`src/rtl/sprite_pkg.sv`:
```
// sprite_pkg: shared mode codes, default colours and palette-entry layout helpers
package sprite_pkg;
  localparam logic [1:0] MODE_SOLID   = 2'b00;
  localparam logic [1:0] MODE_CHECKER = 2'b01;
  localparam logic [1:0] MODE_BORDER  = 2'b10;
  localparam logic [1:0] MODE_BLINK   = 2'b11;
  localparam logic [8:0] COL_YELLOW  = 9'b111_111_010;
  localparam logic [8:0] COL_LIME    = 9'b011_111_010;
  localparam logic [8:0] COL_NAVY    = 9'b000_000_001;
  localparam logic [8:0] COL_WHITE   = 9'b111_111_111;
  localparam logic [8:0] COL_MAGENTA = 9'b111_000_111;
  localparam int MAX_COLOR_WIDTH = 48;
  localparam int BG_LSB = 0;
  function automatic int fg_lsb(int cw);
    return cw;
  endfunction
  function automatic int mode_lsb(int cw);
    return 2 * cw;
  endfunction
  function automatic logic [8:0] default_col(int id);
    return id == 1 ? COL_YELLOW : id == 2 ? COL_LIME : id == 3 ? COL_NAVY :
           id == 4 ? COL_WHITE : COL_MAGENTA;
  endfunction
  // each 3-bit channel is widened by repeating its bits from the MSB down
  function automatic logic [MAX_COLOR_WIDTH-1:0] scale_col(logic [8:0] c, int cw);
    logic [MAX_COLOR_WIDTH-1:0] r;
    int chw;
    r = '0;
    chw = cw / 3;
    for (int ch = 0; ch < 3; ch++)
      for (int i = 0; i < chw; i++)
        r[ch*chw+i] = c[ch*3+2-((chw-1-i)%3)];
    return r;
  endfunction
endpackage

```
`src/rtl/sprite_renderer_if.sv`:
```
// sprite_renderer_if: pixel request, palette write and pixel output bundle
interface sprite_renderer_if #(
  parameter int TILE_WIDTH  = 32,
  parameter int TILE_HEIGHT = 32,
  parameter int ID_WIDTH    = 4,
  parameter int COLOR_WIDTH = 9
);
  logic                           i_Valid;
  logic [$clog2(TILE_WIDTH)-1:0]  i_X;
  logic [$clog2(TILE_HEIGHT)-1:0] i_Y;
  logic [ID_WIDTH-1:0]            i_Sprite;
  logic                           i_Frame_Start;
  logic                           i_Pal_We;
  logic [ID_WIDTH-1:0]            i_Pal_Addr;
  logic [2*COLOR_WIDTH+1:0]       i_Pal_Data;
  logic [COLOR_WIDTH-1:0]         o_Pixel;
  logic                           o_Valid;
  modport master (
    output i_Valid, i_X, i_Y, i_Sprite, i_Frame_Start, i_Pal_We, i_Pal_Addr, i_Pal_Data,
    input  o_Pixel, o_Valid
  );
  modport slave (
    input  i_Valid, i_X, i_Y, i_Sprite, i_Frame_Start, i_Pal_We, i_Pal_Addr, i_Pal_Data,
    output o_Pixel, o_Valid
  );
endinterface

```
`src/rtl/sprite_palette.sv`:
```
// sprite_palette: per-sprite {mode, fg, bg} register file, registered read returns pre-write data
module sprite_palette
  import sprite_pkg::*;
#(
  parameter int ID_WIDTH    = 4,
  parameter int COLOR_WIDTH = 9
) (
  input  logic                     i_Clk,
  input  logic                     i_Rst_L,
  input  logic                     i_We,
  input  logic [ID_WIDTH-1:0]      i_Waddr,
  input  logic [2*COLOR_WIDTH+1:0] i_Wdata,
  input  logic [ID_WIDTH-1:0]      i_Raddr,
  output logic [2*COLOR_WIDTH+1:0] o_Rdata
);
  localparam int DEPTH = 2 ** ID_WIDTH;
  localparam int EW = 2 * COLOR_WIDTH + 2;
  logic [EW-1:0] mem [DEPTH];
  function automatic logic [EW-1:0] dflt(int id);
    logic [COLOR_WIDTH-1:0] c;
    c = COLOR_WIDTH'(scale_col(default_col(id), COLOR_WIDTH));
    return {MODE_SOLID, c, c};
  endfunction
  always_ff @(posedge i_Clk or negedge i_Rst_L)
    if (!i_Rst_L) begin
      for (int i = 0; i < DEPTH; i++) mem[i] <= dflt(i);
      o_Rdata <= '0;
    end else begin
      if (i_We) mem[i_Waddr] <= i_Wdata;
      o_Rdata <= mem[i_Raddr];
    end
endmodule

```
`src/rtl/sprite_renderer.sv`:
```
// sprite_renderer: three-stage tile-sprite colour generator with palette and blink animation
module sprite_renderer
  import sprite_pkg::*;
#(
  parameter int TILE_WIDTH  = 32,
  parameter int TILE_HEIGHT = 32,
  parameter int ID_WIDTH    = 4,
  parameter int COLOR_WIDTH = 9,
  parameter int CHECK_SHIFT = 2,
  parameter int ANIM_FRAMES = 30
) (
  input  logic              i_Clk,
  input  logic              i_Rst_L,
  sprite_renderer_if.slave  bus
);
  localparam int XW = $clog2(TILE_WIDTH);
  localparam int YW = $clog2(TILE_HEIGHT);
  localparam int EW = 2 * COLOR_WIDTH + 2;
  localparam int FW = $clog2(ANIM_FRAMES + 1);
  localparam logic [FW-1:0] LAST_FRAME = FW'(ANIM_FRAMES - 1);
  logic [EW-1:0]          s1_entry;
  logic [XW-1:0]          s1_x;
  logic [YW-1:0]          s1_y;
  logic                   s1_v;
  logic [COLOR_WIDTH-1:0] s2_fg, s2_bg;
  logic                   s2_pat, s2_v;
  logic [FW-1:0]          frame_cnt;
  logic                   phase;
  logic [1:0]             s1_mode;
  logic                   on_edge, pat;
  sprite_palette #(.ID_WIDTH(ID_WIDTH), .COLOR_WIDTH(COLOR_WIDTH)) u_palette (
    .i_Clk   (i_Clk),
    .i_Rst_L (i_Rst_L),
    .i_We    (bus.i_Pal_We),
    .i_Waddr (bus.i_Pal_Addr),
    .i_Wdata (bus.i_Pal_Data),
    .i_Raddr (bus.i_Sprite),
    .o_Rdata (s1_entry)
  );
  // pat=1 selects the background colour
  always_comb begin
    s1_mode = s1_entry[mode_lsb(COLOR_WIDTH) +: 2];
    on_edge = s1_x == '0 || s1_x == XW'(TILE_WIDTH - 1) || s1_y == '0 || s1_y == YW'(TILE_HEIGHT - 1);
    pat = s1_mode == MODE_CHECKER ? s1_x[CHECK_SHIFT] ^ s1_y[CHECK_SHIFT] :
          s1_mode == MODE_BORDER  ? !on_edge :
          s1_mode == MODE_BLINK   ? phase : 1'b0;
  end
  always_ff @(posedge i_Clk or negedge i_Rst_L)
    if (!i_Rst_L) begin
      frame_cnt   <= '0;
      phase       <= 1'b0;
      s1_x        <= '0;
      s1_y        <= '0;
      s1_v        <= 1'b0;
      s2_fg       <= '0;
      s2_bg       <= '0;
      s2_pat      <= 1'b0;
      s2_v        <= 1'b0;
      bus.o_Pixel <= '0;
      bus.o_Valid <= 1'b0;
    end else begin
      if (bus.i_Frame_Start) begin
        frame_cnt <= frame_cnt == LAST_FRAME ? '0 : frame_cnt + 1'b1;
        phase     <= phase ^ (frame_cnt == LAST_FRAME);
      end
      s1_x        <= bus.i_X;
      s1_y        <= bus.i_Y;
      s1_v        <= bus.i_Valid;
      s2_fg       <= s1_entry[fg_lsb(COLOR_WIDTH) +: COLOR_WIDTH];
      s2_bg       <= s1_entry[BG_LSB +: COLOR_WIDTH];
      s2_pat      <= pat;
      s2_v        <= s1_v;
      bus.o_Valid <= s2_v;
      if (s2_v) bus.o_Pixel <= s2_pat ? s2_bg : s2_fg;
    end
endmodule

```
`src/flat_wrapper.sv`:
```
// flat-port wrapper written by rule: the top's interface ports become plain ports
module sprite_renderer_flat import sprite_pkg::*;
#(
  parameter int TILE_WIDTH  = 32,
  parameter int TILE_HEIGHT = 32,
  parameter int ID_WIDTH    = 4,
  parameter int COLOR_WIDTH = 9,
  parameter int CHECK_SHIFT = 2,
  parameter int ANIM_FRAMES = 30
)
  (i_Clk, i_Rst_L, bus_i_Valid, bus_i_X, bus_i_Y, bus_i_Sprite, bus_i_Frame_Start, bus_i_Pal_We, bus_i_Pal_Addr, bus_i_Pal_Data, bus_o_Pixel, bus_o_Valid);
  sprite_renderer_if #(.TILE_WIDTH(TILE_WIDTH), .TILE_HEIGHT(TILE_HEIGHT), .ID_WIDTH(ID_WIDTH), .COLOR_WIDTH(COLOR_WIDTH)) bus_i ();
  input  logic i_Clk;
  input  logic i_Rst_L;
  input wire logic [$bits(bus_i.i_Valid)-1:0] bus_i_Valid;
  input wire logic [$bits(bus_i.i_X)-1:0] bus_i_X;
  input wire logic [$bits(bus_i.i_Y)-1:0] bus_i_Y;
  input wire logic [$bits(bus_i.i_Sprite)-1:0] bus_i_Sprite;
  input wire logic [$bits(bus_i.i_Frame_Start)-1:0] bus_i_Frame_Start;
  input wire logic [$bits(bus_i.i_Pal_We)-1:0] bus_i_Pal_We;
  input wire logic [$bits(bus_i.i_Pal_Addr)-1:0] bus_i_Pal_Addr;
  input wire logic [$bits(bus_i.i_Pal_Data)-1:0] bus_i_Pal_Data;
  output wire logic [$bits(bus_i.o_Pixel)-1:0] bus_o_Pixel;
  output wire logic [$bits(bus_i.o_Valid)-1:0] bus_o_Valid;
  assign bus_i.i_Valid = bus_i_Valid;
  assign bus_i.i_X = bus_i_X;
  assign bus_i.i_Y = bus_i_Y;
  assign bus_i.i_Sprite = bus_i_Sprite;
  assign bus_i.i_Frame_Start = bus_i_Frame_Start;
  assign bus_i.i_Pal_We = bus_i_Pal_We;
  assign bus_i.i_Pal_Addr = bus_i_Pal_Addr;
  assign bus_i.i_Pal_Data = bus_i_Pal_Data;
  assign bus_o_Pixel = bus_i.o_Pixel;
  assign bus_o_Valid = bus_i.o_Valid;
  sprite_renderer #(.TILE_WIDTH(TILE_WIDTH), .TILE_HEIGHT(TILE_HEIGHT), .ID_WIDTH(ID_WIDTH), .COLOR_WIDTH(COLOR_WIDTH), .CHECK_SHIFT(CHECK_SHIFT), .ANIM_FRAMES(ANIM_FRAMES)) u_core (.i_Clk(i_Clk), .i_Rst_L(i_Rst_L), .bus(bus_i));
endmodule
```
`config.mk`:
```
export PLATFORM = sky130hd
export DESIGN_NAME = sprite_renderer_flat
export DESIGN_NICKNAME = d
export VERILOG_FILES = /design/src/rtl/sprite_pkg.sv /design/src/rtl/sprite_renderer_if.sv /design/src/rtl/sprite_palette.sv /design/src/rtl/sprite_renderer.sv /design/src/flat_wrapper.sv
export SDC_FILE = /design/constraint.sdc
export NUM_CORES = 1
export LEC_CHECK = 0
export CAP_MARGIN = 20
export CELL_PAD_IN_SITES_DETAIL_PLACEMENT = 2
export CELL_PAD_IN_SITES_GLOBAL_PLACEMENT = 2
export CORE_MARGIN = 5
export CORE_UTILIZATION = 46
export DETAILED_ROUTE_END_ITERATION = 10
export GPL_TIMING_DRIVEN = 0
export MAX_ROUTING_LAYER = met4
export PLACE_DENSITY = 0.83
export SYNTH_ARGS = -nofsm -noshare
export SYNTH_HDL_FRONTEND = slang
export SYNTH_HIERARCHICAL = 1
export SYNTH_SLANG_ARGS = --single-unit
```
`constraint.sdc`:
```
create_clock -name i_Clk -period 1.9 [get_ports i_Clk]
set_clock_uncertainty 0.15 [all_clocks]
set_input_delay 0.285 -clock i_Clk [delete_from_list [all_inputs] [get_ports i_Clk]]
set_output_delay 0.285 -clock i_Clk [all_outputs]
set_load 0.05 [all_outputs]
```
Word-level counts from Yosys, hierarchy flattened
Cells that the tools add are included.
{"block": "word_totals", "in_bits": 43, "mem_bits_rw": 0, "memories": 0, "latch_bits": 0, "register_bits": 387, "elab_cells": 60, "out_inout_bits": 10, "rom_bits": 0}
{"block": "classes", "addsub": 1, "mux": 11, "magnitude_cmp": 3, "div": 0, "n_reduce_logical": 7, "n_shift": 0, "eq_ne": 6, "mul": 0, "bitwise": 4}
{"op": "bitwise mux 320 bit", "n": 1}
{"op": "binary-select mux 20 bit (select 4 bit)", "n": 1}
{"op": "demux 20 bit (select 4 bit)", "n": 1}
{"op": "two-way mux 20 bit", "n": 3}
{"op": "== test 5 bit, second input constant", "n": 3}
{"op": "greater-or-equal comparator 5 bit, second input constant", "n": 2}
{"op": "logical NOT 5 bit", "n": 2}
{"op": "NOT 4 -> 5 bit", "n": 2}
{"op": "two-way mux 9 bit", "n": 1}
{"op": "adder 5 x 1 -> 5 bit, second input constant", "n": 1}
{"op": "less-than comparator 5 x 1 -> 1 bit, second input constant", "n": 1}
{"op": "two-way mux 5 bit", "n": 1}
{"op": "== test 2 bit, second input constant", "n": 2}
{"op": "logical OR 1 bit", "n": 3}
{"op": "two-way mux 1 bit", "n": 3}
{"op": "== test 2 x 1 -> 1 bit, second input constant", "n": 1}
{"op": "XOR 1 bit", "n": 2}
{"op": "logical AND 1 bit", "n": 1}
{"op": "logical NOT 1 bit", "n": 1}

Depth between registers and ports, before layout
Gate-level depths: netlist (run 1).
{"block": "depth", "depth_word": 7, "depth_mapped": 5, "ltp_nobuf": 5}

Cells and area by module
The synthesis (run 1) kept the hierarchy.
{"module": "sprite_palette", "seq_area_each_um2": 8745.9, "cells_each": 906, "n_inst": 1, "area_per_inst_um2": 15077.0}
{"module": "sprite_renderer", "seq_area_each_um2": 1176.1, "cells_each": 115, "n_inst": 1, "area_per_inst_um2": 1606.5}

Least setup slack after synthesis (run 1)
OpenSTA, ideal clock, no wires.
{"block": "synth_path", "kind": "input to register", "from": "input bus_i_Sprite[0]", "to": "register u_core.u_palette.o_Rdata[12]", "t_arrival_ps": 1394, "setup_time_ps": 124, "slack_ps": 232, "n_path_buf": 2, "path_stages": 5, "required_time_ps": 1626, "path_cell_list": "buf_2 -> buf_4 -> mux4_2 -> a22oi_1 -> nand2_1"}
{"block": "synth_via", "elab_chain_cells": 4}
{"item": "start, declared", "line_no": "flat_wrapper.sv:18", "rtl": "input wire logic [$bits(bus_i.i_Sprite)-1:0] bus_i_Sprite;"}
{"item": "NOT 4 -> 5 bit (not written as such)", "line_no": "sprite_palette.sv:30", "rtl": "o_Rdata <= mem[i_Raddr];"}
{"item": "binary-select mux 20 bit (select 4 bit)", "line_no": "sprite_palette.sv:30"}
{"item": "two-way mux 20 bit (not written as such) (2 in a row)", "line_no": "sprite_palette.sv:30"}
{"item": "end signal, assigned", "line_no": "sprite_palette.sv:30"}
{"item": "end, declared", "line_no": "sprite_palette.sv:14", "rtl": "output logic [2*COLOR_WIDTH+1:0] o_Rdata"}
Every way passes these cells. The select of a mux whose other input is x is not followed.
A chain may end at the register's enable or synchronous reset.

Final worst setup path (run 1)
{"block": "layout_path", "from": "input bus_i_Sprite[2]", "to": "register u_core.u_palette.o_Rdata[11]"}
The elaborated chain is that of the path after synthesis.

==> results.cfg, run 1 <==
[global_route]
top_usage_layer = met2
met2_usage_pct = 42.9
grt.total_usage_pct = 26.0
met3_usage_pct = 4.22
grt_pass1_vias = 11500
grt_pass1_wl_um = 77700
use_met1_pct = 34.0
grt_max_degree = 121
antenna_found_initial = 2
grt_remaining_overflow = 0

[final_layout]
fill_cells = 3055
fin_nets = 1171
final_core_util_pct = 54.4
drive_gt1_share_pct = 62.3
finalInstanceArea_um2 = 19400
syn_to_final_growth_pct = 16.4

[cts]
clk_pin_slew_ps = 60
cts_sinks = 387
cts_root_buf = clkbuf_16
cts_tree = built
clkLatencyLatePin_ps = 580
clk_path_buf_depth = 3
htree_levels = 2
numCtsBuffers = 43

[pwr]
powerDensity_nw_per_um2 = 1300
p_leak_uw = 0.00795
peakVddDrop_mv = 1.01

[placement]
dp_hpwl_um = 30200
gp_congestion = 0.762
dpl-instance-area_um2 = 17800
portBuffers = 49

[drt]
drt_first_pass_iters = 5
totalWireLength_um = 50700
via_per_inst = 5.98
initialDrtViolationCount = 561
vias = 9705
ant_nets = 0
routedWlPerCell_um = 31.2
drc = 0

[worst_setup_path]
path_class = in2reg
slowest_stage = clkdlybuf4s50_1
critPathRequiredTime_ps = 2230
end_kind = flop
worstRegToRegCells = 3
startpoint_type = input port
timing.rr.start = u_core/u_palette/mem[145]
regToRegEndpoint = u_core/u_palette/o_Rdata[5]
crit_chain = clkdlybuf4s50_1 > and2_1 > clkbuf_1 > a22oi_1 > nand2_1
reg2reg_slack_ps = 110
slowest_delay_ps = 700
path_max_fanout = 10
cp.arrival_ps = 2260

[synth]
synth_nets = 1066
async_flop_share_pct = 100
yosys.area.top_type = dfstp_2
synth.ff_latch_count = 387
netlist_area_um2 = 16700
yosysWarnings = 6
synthDistinctLibCells = 37
yosys-top-cells-area = dfstp_2, dfrtp_1, mux2_2
syn_inst = 1021
synth.avg_cell_area_um2 = 16.3
synth_edf_count = 0
synth_top_area_share_pct = 29.9
synthFlopType = dfrtp_1
ys_seq_area_share_pct = 59.5

[floorplanning]
start_util_pct = 46.8
io_pins = 53
die_w_um = 200
dieArea_um2 = 40200
row_count = 69
die_y_um = 200
core_area_um2 = 35700

[worst_hold_path]
min_path_cells = 1
holdCritPathClass = in2reg
worstHoldStart = bus_i_Y[1]
whs_endpoint = u_core/s1_y[1]

[sta]
relSlewSlack_pct = 46.8
worst_pin_slew_ps = 799
fin_crit_ps = 1930
maxSlewViolCount = 0
finalCritPeriodShare_pct = 102
rsz0062_at_grt = false
hold_viol = 0
fin_tns_setup_ps = -82.4
layout_setup_ws_ps = -33.9
setup_viol = 5
max_freq_ghz = 0.517

[outcome]
outcome = complete, but fails checks
violations = setup timing

[flow_run]
cap_violations = 0
[sequential cells by signal (all words and copies together) (netlist names)]
register,flops
u_core/s2_v,1
u_core/bus.o_Pixel,9
u_core/s2_bg,9
u_core/s2_pat,1
u_core/u_palette/mem,320
u_core/u_palette/o_Rdata,20
u_core/s2_fg,9
u_core/bus.o_Valid,1
u_core/frame_cnt,5
u_core/s1_x,5
u_core/phase,1
u_core/s1_y,5
u_core/s1_v,1
[metal layers]
layer / share of wire, % / wire length, um
met5: 0 / 0
met4: 1.9 / 939
met3: 4.0 / 2040
met2: 51 / 25700
met1: 43 / 22000
[cell usage in the layout, fill, tap and decap left out, types with 2 or more instances in the layout]
cell             instances
mux2_2                 319
dfrtp_1                197
dfstp_2                190
mux4_2                  80
clkbuf_16               44
clkbuf_1                40
a22oi_1                 39
clkdlybuf4s50_1         38
buf_2                   30
nand2_1                 26
nor2_1                  25
mux2i_1                 11
clkbuf_2                10
clkinv_2                 9
clkbuf_8                 9
a21oi_1                  9
dlygate4sd3_1            8
nand2b_1                 7
buf_6                    6
buf_4                    6
bufinv_16                4
clkdlybuf4s15_1          4
nand3_1                  4
nor2b_1                  4
nand3b_1                 4
clkdlybuf4s15_2          3
inv_1                    3
buf_16                   3
diode_2                  2
clkinv_4                 2
or4_1                    2
o22ai_1                  2
ha_1                     2
[worst max-delay path by stage]
stage                          start                      endpoint  slack [ps]  depth (start not counted)
3_3_place_gp                 i_Rst_L      u_core/u_palette/mem[64]      -16230                          1
4_1_cts        u_core/bus.o_Pixel[0]                bus_o_Pixel[0]           5                          1
6_report             bus_i_Sprite[2]  u_core/u_palette/o_Rdata[11]         -30                          5
2_1_floorplan        bus_i_Sprite[0]  u_core/u_palette/o_Rdata[12]         230                          5
5_1_grt        u_core/bus.o_Pixel[6]                bus_o_Pixel[6]           3                          1
3_5_place_dp            bus_i_Pal_We      u_core/u_palette/mem[73]        -700                          5
[critical path: cells and delay by family]
kind                   cells  cell delay [ps]
AND/OR/NAND/NOR            2              410
buffers and inverters      2             1250
AO/OA/AOI/OAI              1              310
[synth_stat cells, drive strengths merged, types with 2 or more instances]
cell      n
clkbuf   38
nand2    26
or4       2
nor2b     4
a21oi     9
inv       3
mux2i    11
dfrtp   197
nand3b    4
a22oi    40
nor2     25
mux2    320
o22ai     2
dfstp   190
nand3     4
mux4     80
ha        2
nand2b    7
buf      44
o211ai    2
[where the power goes]
group          internal (uW)  switching (uW)  leakage (uW)  total [uW]
Sequential             10900            1290       0.00440       12200
Clock                   5180            3540      0.000730        8710
Combinational           2350            2050       0.00282        4400
Total                  18400            6880       0.00795       25300
[stage by stage]
| step | hold WS [ps] | power (uW) | cells | setup slack, ps |
|---|---|---|---|---|
| floorplan | -161 | 14600 | 1021 | 232 |
| global placement | 182 | 15700 | 1531 | -16230 |
| detailed placement | 137 | 16300 | 1534 | -696 |
| CTS | 4.78 | 25500 | 1622 | 4.66 |
| global route | 14.6 | 26300 | 1624 | 2.60 |
| finish | 20.3 | 25300 | 1624 | -33.9 |
[what timing repair did]
action / in CTS / in global routing
endpoints found under the hold margin: 72 / 0
endpoints found under the setup margin: 104 / 21
buffers inserted: 0 / 0
resized for setup: 24 / 17
hold buffers: 8 / 0
pin swaps: 0 / 0
[logic make-up (layout without fill, tap and decap cells)]
kind of cell / count (synthesis) / in the layout / synth area share (%)
AO/OA/AOI/OAI: 58 / 58 / 2.50
XOR/XNOR: 2 / 2 / 0.105
adder cells (fa/ha/maj): 2 / 2 / 0.150
buffers and inverters: 85 / 225 / 2.56
flip-flops: 387 / 387 / 59.5
multiplexers: 411 / 411 / 33.1
other: 0 / 2 / 0
AND/OR/NAND/NOR: 76 / 76 / 2.15
[final cells by class]
type	instances	area, um^2	share of cell area [%]
flip-flops and latches	387	9920	51.1
multi-input cells	549	6350	32.7
clock buffers	63	1260	6.50
repair buffers	60	651	3.35
well taps	461	577	2.97
plain buffers	82	427	2.20
clock inverters	17	208	1.07
inverters	3	11.3	0.0580
diodes	2	5.00	0.0258
No activity file was read; power rests on OpenSTA's default activity.
==> run 2, diff against run 1 <==
==> constraint.sdc (replaced) <==
create_clock -name i_Clk -period 2 [get_ports i_Clk]
set_clock_uncertainty 0.15 [all_clocks]
set_input_delay 0.3 -clock i_Clk [delete_from_list [all_inputs] [get_ports i_Clk]]
set_output_delay 0.3 -clock i_Clk [all_outputs]
set_load 0.05 [all_outputs]
==> results.cfg, run 2 (synthesis gave the netlist of run 1 again) <==
[outcome]
outcome = finished, final reports clean

[sta]
hold_viol = 0
max_freq_ghz = 0.510
setup_viol = 0
holdWs_ps = 28.6
rsz0062_at_grt = false
layout_setup_ws_ps = 38.1
worst_pin_slew_ps = 932
finalCritPeriodShare_pct = 98.1
fin_crit_ps = 1960
maxSlewViolCount = 0
relSlewSlack_pct = 37.8

[final_layout]
largest_register = u_core/u_palette/mem
syn_to_final_growth_pct = 15.9
reg_top3 = u_core/u_palette/mem: 320 flops, u_core/u_palette/o_Rdata: 20 flops
largest_register_ffs = 320
final_core_util_pct = 54.2
final_cell_mix = mux2_2, dfrtp_1, dfstp_2, mux4_2, clkbuf_16
final_common_cell = mux2_2
drive_gt1_share_pct = 62.0
finalInstanceArea_um2 = 19300
fill_cells = 3062
fin_nets = 1165
final_cell_count_no_fill = 1618

[global_route]
grt_pass1_vias = 11500
grt_pass1_wl_um = 77400
antenna_found_initial = 2
grt.total_usage_pct = 25.9
grt_max_degree = 121
grt_remaining_overflow = 0

[drt]
totalWireLength_um = 50300
routedWlPerCell_um = 31.1
initialDrtViolationCount = 646
ant_nets = 0
drc = 0
drt_first_pass_iters = 7
via_per_inst = 5.98
vias = 9681

[cts]
cts_sinks = 387
clkLatencyLatePin_ps = 580
htree_levels = 2
cts_setup_buffers = 0
clk_path_buf_depth = 3
numCtsBuffers = 43
clk_pin_slew_ps = 60
cts_tree = built
cts_root_buf = clkbuf_16

[floorplanning]
dieArea_um2 = 40200
io_pins = 53
row_count = 69
core_area_um2 = 35700
die_w_um = 200
die_y_um = 200
start_util_pct = 46.8

[flow_run]
cap_violations = 0

[placement]
dp_slack_ps = -611
dpl-instance-area_um2 = 17800
dp_hpwl_um = 30200
portBuffers = 49
gp_congestion = 0.762
dp_cells = 1534

[pwr]
p_leak_uw = 0.00793
powerDensity_nw_per_um2 = 1240
peakVddDrop_mv = 0.961

[worst_setup_path]
end_kind = flop
path_max_fanout = 10
cp.arrival_ps = 2300
critPathRequiredTime_ps = 2340
startpoint_type = input port
path_class = in2reg

[worst_hold_path]
holdCritPathClass = in2reg
-- run 2: power by group --
part / total (uW) / switching [uW] / internal, uW
Combinational: 4150 / 1940 / 2210
Clock: 8270 / 3360 / 4920
Sequential: 11500 / 1220 / 10300
Total: 24000 / 6510 / 17500
-- run 2: critical path, stage by stage --
cell             delay [ps]
clkdlybuf4s50_1         690
and2_1                  240
clkbuf_1                580
a22oi_1                 300
nand2_1                 170
-- run 2: path summary, 6_finish.rpt --
check,startpoint,to,slack [ps],depth (start not counted)
hold reg to reg,u_core/u_palette/o_Rdata[11],u_core/s2_fg[2],200,0
max in group asynchronous,i_Rst_L,u_core/u_palette/mem[103],540,3
setup reg to reg,u_core/u_palette/mem[145],u_core/u_palette/o_Rdata[5],220,3
min in group asynchronous,i_Rst_L,u_core/u_palette/o_Rdata[13],150,2
hold / removal,bus_i_X[1],u_core/s1_x[1],30,1
setup / recovery,bus_i_Sprite[2],u_core/u_palette/o_Rdata[5],40,5
-- run 2: per-layer routing --
layer / wire length [um] / vias to the layer above / part of all wire, % / GRT usage, %
li1: - / 3971 / - / -
met3: 2320 / 76 / 4.6 / 4.30
met4: 958 / 0 / 1.9 / 6.49
met2: 25600 / 257 / 51 / 42.7
met5: 0 / - / 0 / -
met1: 21500 / 5377 / 43 / 33.8
-- run 2: cell type report --
| class | count | area [um^2] | area share, % |
|---|---|---|---|
| repair buffers | 54 | 586 | 3.03 |
| plain buffers | 82 | 422 | 2.18 |
| multi-input cells | 549 | 6340 | 32.8 |
| clock buffers | 63 | 1260 | 6.53 |
| flip-flops and latches | 387 | 9920 | 51.3 |
| well taps | 461 | 577 | 2.98 |
| inverters | 3 | 11.3 | 0.0582 |
| clock inverters | 17 | 208 | 1.07 |
| diodes | 2 | 5.00 | 0.0259 |
-- run 2: stage by stage --
stage	setup TNS (ps)	total power (uW)
after detailed placement	-108700	15500
after floorplan	0	13800
after global placement	-5359160	15000
final	0	24000
after global routing	0	24900
after CTS	0	24200
-- run 2: repair_timing --
item | 4_1_cts | 5_1_grt
endpoints found under the setup margin | 76 | 12
endpoints found under the hold margin | 64 | 0
hold buffers | 2 | 0
gates resized for setup | 11 | 13
==> run 3, diff against run 2 <==
--- a/config.mk
+++ b/config.mk
@@ -5,6 +5,7 @@
 export SDC_FILE = /design/constraint.sdc
 export NUM_CORES = 1
 export LEC_CHECK = 0
+export ABC_CLOCK_PERIOD_IN_PS = 2000
 export CAP_MARGIN = 20
 export CELL_PAD_IN_SITES_DETAIL_PLACEMENT = 2
 export CELL_PAD_IN_SITES_GLOBAL_PLACEMENT = 2
@@ -14,6 +15,7 @@
 export GPL_TIMING_DRIVEN = 0
 export MAX_ROUTING_LAYER = met4
 export PLACE_DENSITY = 0.83
+export SKIP_CTS_REPAIR_TIMING = 1
 export SYNTH_ARGS = -nofsm -noshare
 export SYNTH_HDL_FRONTEND = slang
 export SYNTH_HIERARCHICAL = 1
==> results.cfg, run 3 (synthesis gave the netlist of run 1 again) <==
[drt]
drc = 0
top_layer = met4
totalWireLength_um = 50500
ant_nets = 0
initialDrtViolationCount = 621
met1Wirelength_um = 21700
drt_first_pass_iters = 5
via_per_inst = 5.95
wl_met2_um = 25500
wl_met3_um = 2190
routedWlPerCell_um = 31.2
vias = 9629

[sta]
fin_crit_ps = 2010
relSlewSlack_pct = 35.3
maxSlewViolCount = 0
layout_setup_ws_ps = -13.2
finalCritPeriodShare_pct = 101
setup_viol = 1
worst_pin_slew_ps = 970
rsz0062_at_grt = false
max_freq_ghz = 0.497
hold_viol = 0

[pwr]
powerDensity_nw_per_um2 = 1240
p_leak_uw = 0.00800
peakVddDrop_mv = 0.962

[floorplanning]
start_util_pct = 46.8
core_area_um2 = 35700
io_pins = 53
die_w_um = 200
die_y_um = 200
row_count = 69
dieArea_um2 = 40200

[worst_setup_path]
crit_chain = clkbuf_2 > clkbuf_1 > mux4_2 > a22oi_1 > nand2_1
path_max_fanout = 10
cp.arrival_ps = 2270
critPathRequiredTime_ps = 2260
path_class = in2reg
slowest_stage = clkbuf_1
critical-path-top-delay-family = buffers and inverters
end_kind = flop
startpoint_type = input port
slowest_delay_ps = 760
cp_num_buf_inv = 2

[final_layout]
largest_register_ffs = 320
syn_to_final_growth_pct = 16.1
fill_cells = 3052
reg_top3 = u_core/u_palette/mem: 320 flops, u_core/u_palette/o_Rdata: 20 flops
final_cell_mix = mux2_2, dfrtp_1, dfstp_2, mux4_2, clkbuf_16
drive_gt1_share_pct = 62.0
finalInstanceArea_um2 = 19400
largest_register = u_core/u_palette/mem
fin_nets = 1164
final_common_cell = mux2_2
final_cell_count_no_fill = 1617
final_core_util_pct = 54.3

[placement]
portBuffers = 49
dp_cells = 1534
dp_hpwl_um = 30200
dp_slack_ps = -611
dpl-instance-area_um2 = 17800
gp_congestion = 0.762

[worst_hold_path]
holdCritPathClass = in2reg

[global_route]
grt_max_degree = 121
grt_pass1_vias = 11500
grt_pass1_wl_um = 77300
antenna_found_initial = 2
grt.total_usage_pct = 25.9
grt_remaining_overflow = 0

[cts]
cts_sinks = 387
numCtsBuffers = 43
cts_root_buf = clkbuf_16
clkLatencyLatePin_ps = 580
htree_levels = 2
clk_path_buf_depth = 3
cts_tree = built
clk_pin_slew_ps = 60

[flow_run]
cap_violations = 0

[outcome]
violations = setup timing
outcome = complete, but fails checks
run 3: changes by cell type in the layout (fill, tap and decap cells not counted), sizes merged:
cell,delta
dlygate4sd2,-10
dlygate4sd3,-1
dlymetal6s2s,+10
run 3: worst min-delay path, cell delays in order:
cell	delay, ps
clkbuf_1	190
nand2b_1	120
mux2i_1	60
run 3: metrics by stage:
| stage | power (uW) | setup TNS (ps) | hold slack [ps] |
|---|---|---|---|
| floorplan | 13800 | 0 | -146 |
| global placement | 15000 | -5359160 | 182 |
| detailed placement | 15500 | -108700 | 152 |
| CTS | 24200 | -6290 | -452 |
| global route | 25000 | 0 | 27.0 |
| finish | 24000 | -13.2 | 10.3 |
run 3: power breakdown:
group          internal (uW)  switching (uW)
clock network           4920            3360
logic                   2240            1940
registers              10300            1220
total                  17500            6520
run 3: area by class of cell:
| type | instances | area, um^2 | area share (%) |
|---|---|---|---|
| tap | 461 | 577 | 2.98 |
| timing repair buffer | 53 | 613 | 3.17 |
| clock buffer | 63 | 1260 | 6.52 |
| buffer | 82 | 422 | 2.18 |
| multi-input combinational | 549 | 6340 | 32.8 |
| inverter | 3 | 11.3 | 0.0582 |
| antenna | 2 | 5.00 | 0.0258 |
| clock inverter | 17 | 208 | 1.07 |
| sequential | 387 | 9920 | 51.2 |
run 3: worst paths after layout:
path / start / endpoint / slack (ps) / cells after the start
worst max register to register: u_core/u_palette/mem[153] / u_core/u_palette/o_Rdata[13] / 200 / 3
worst min-delay path: bus_i_Frame_Start / u_core/frame_cnt[0] / 10 / 3
worst min register to register: u_core/u_palette/o_Rdata[11] / u_core/s2_fg[2] / 200 / 0
worst max-delay path: bus_i_Sprite[1] / u_core/u_palette/o_Rdata[19] / -10 / 5
max in group asynchronous: i_Rst_L / u_core/u_palette/mem[103] / 540 / 3
min in group asynchronous: i_Rst_L / u_core/u_palette/o_Rdata[13] / 150 / 2
run 3: routing by layer:
metal,global-route usage [%],up-vias
li1,-,3971
met1,33.8,5342
met2,42.8,237
met3,4.28,79
met4,6.49,0
met5,-,-
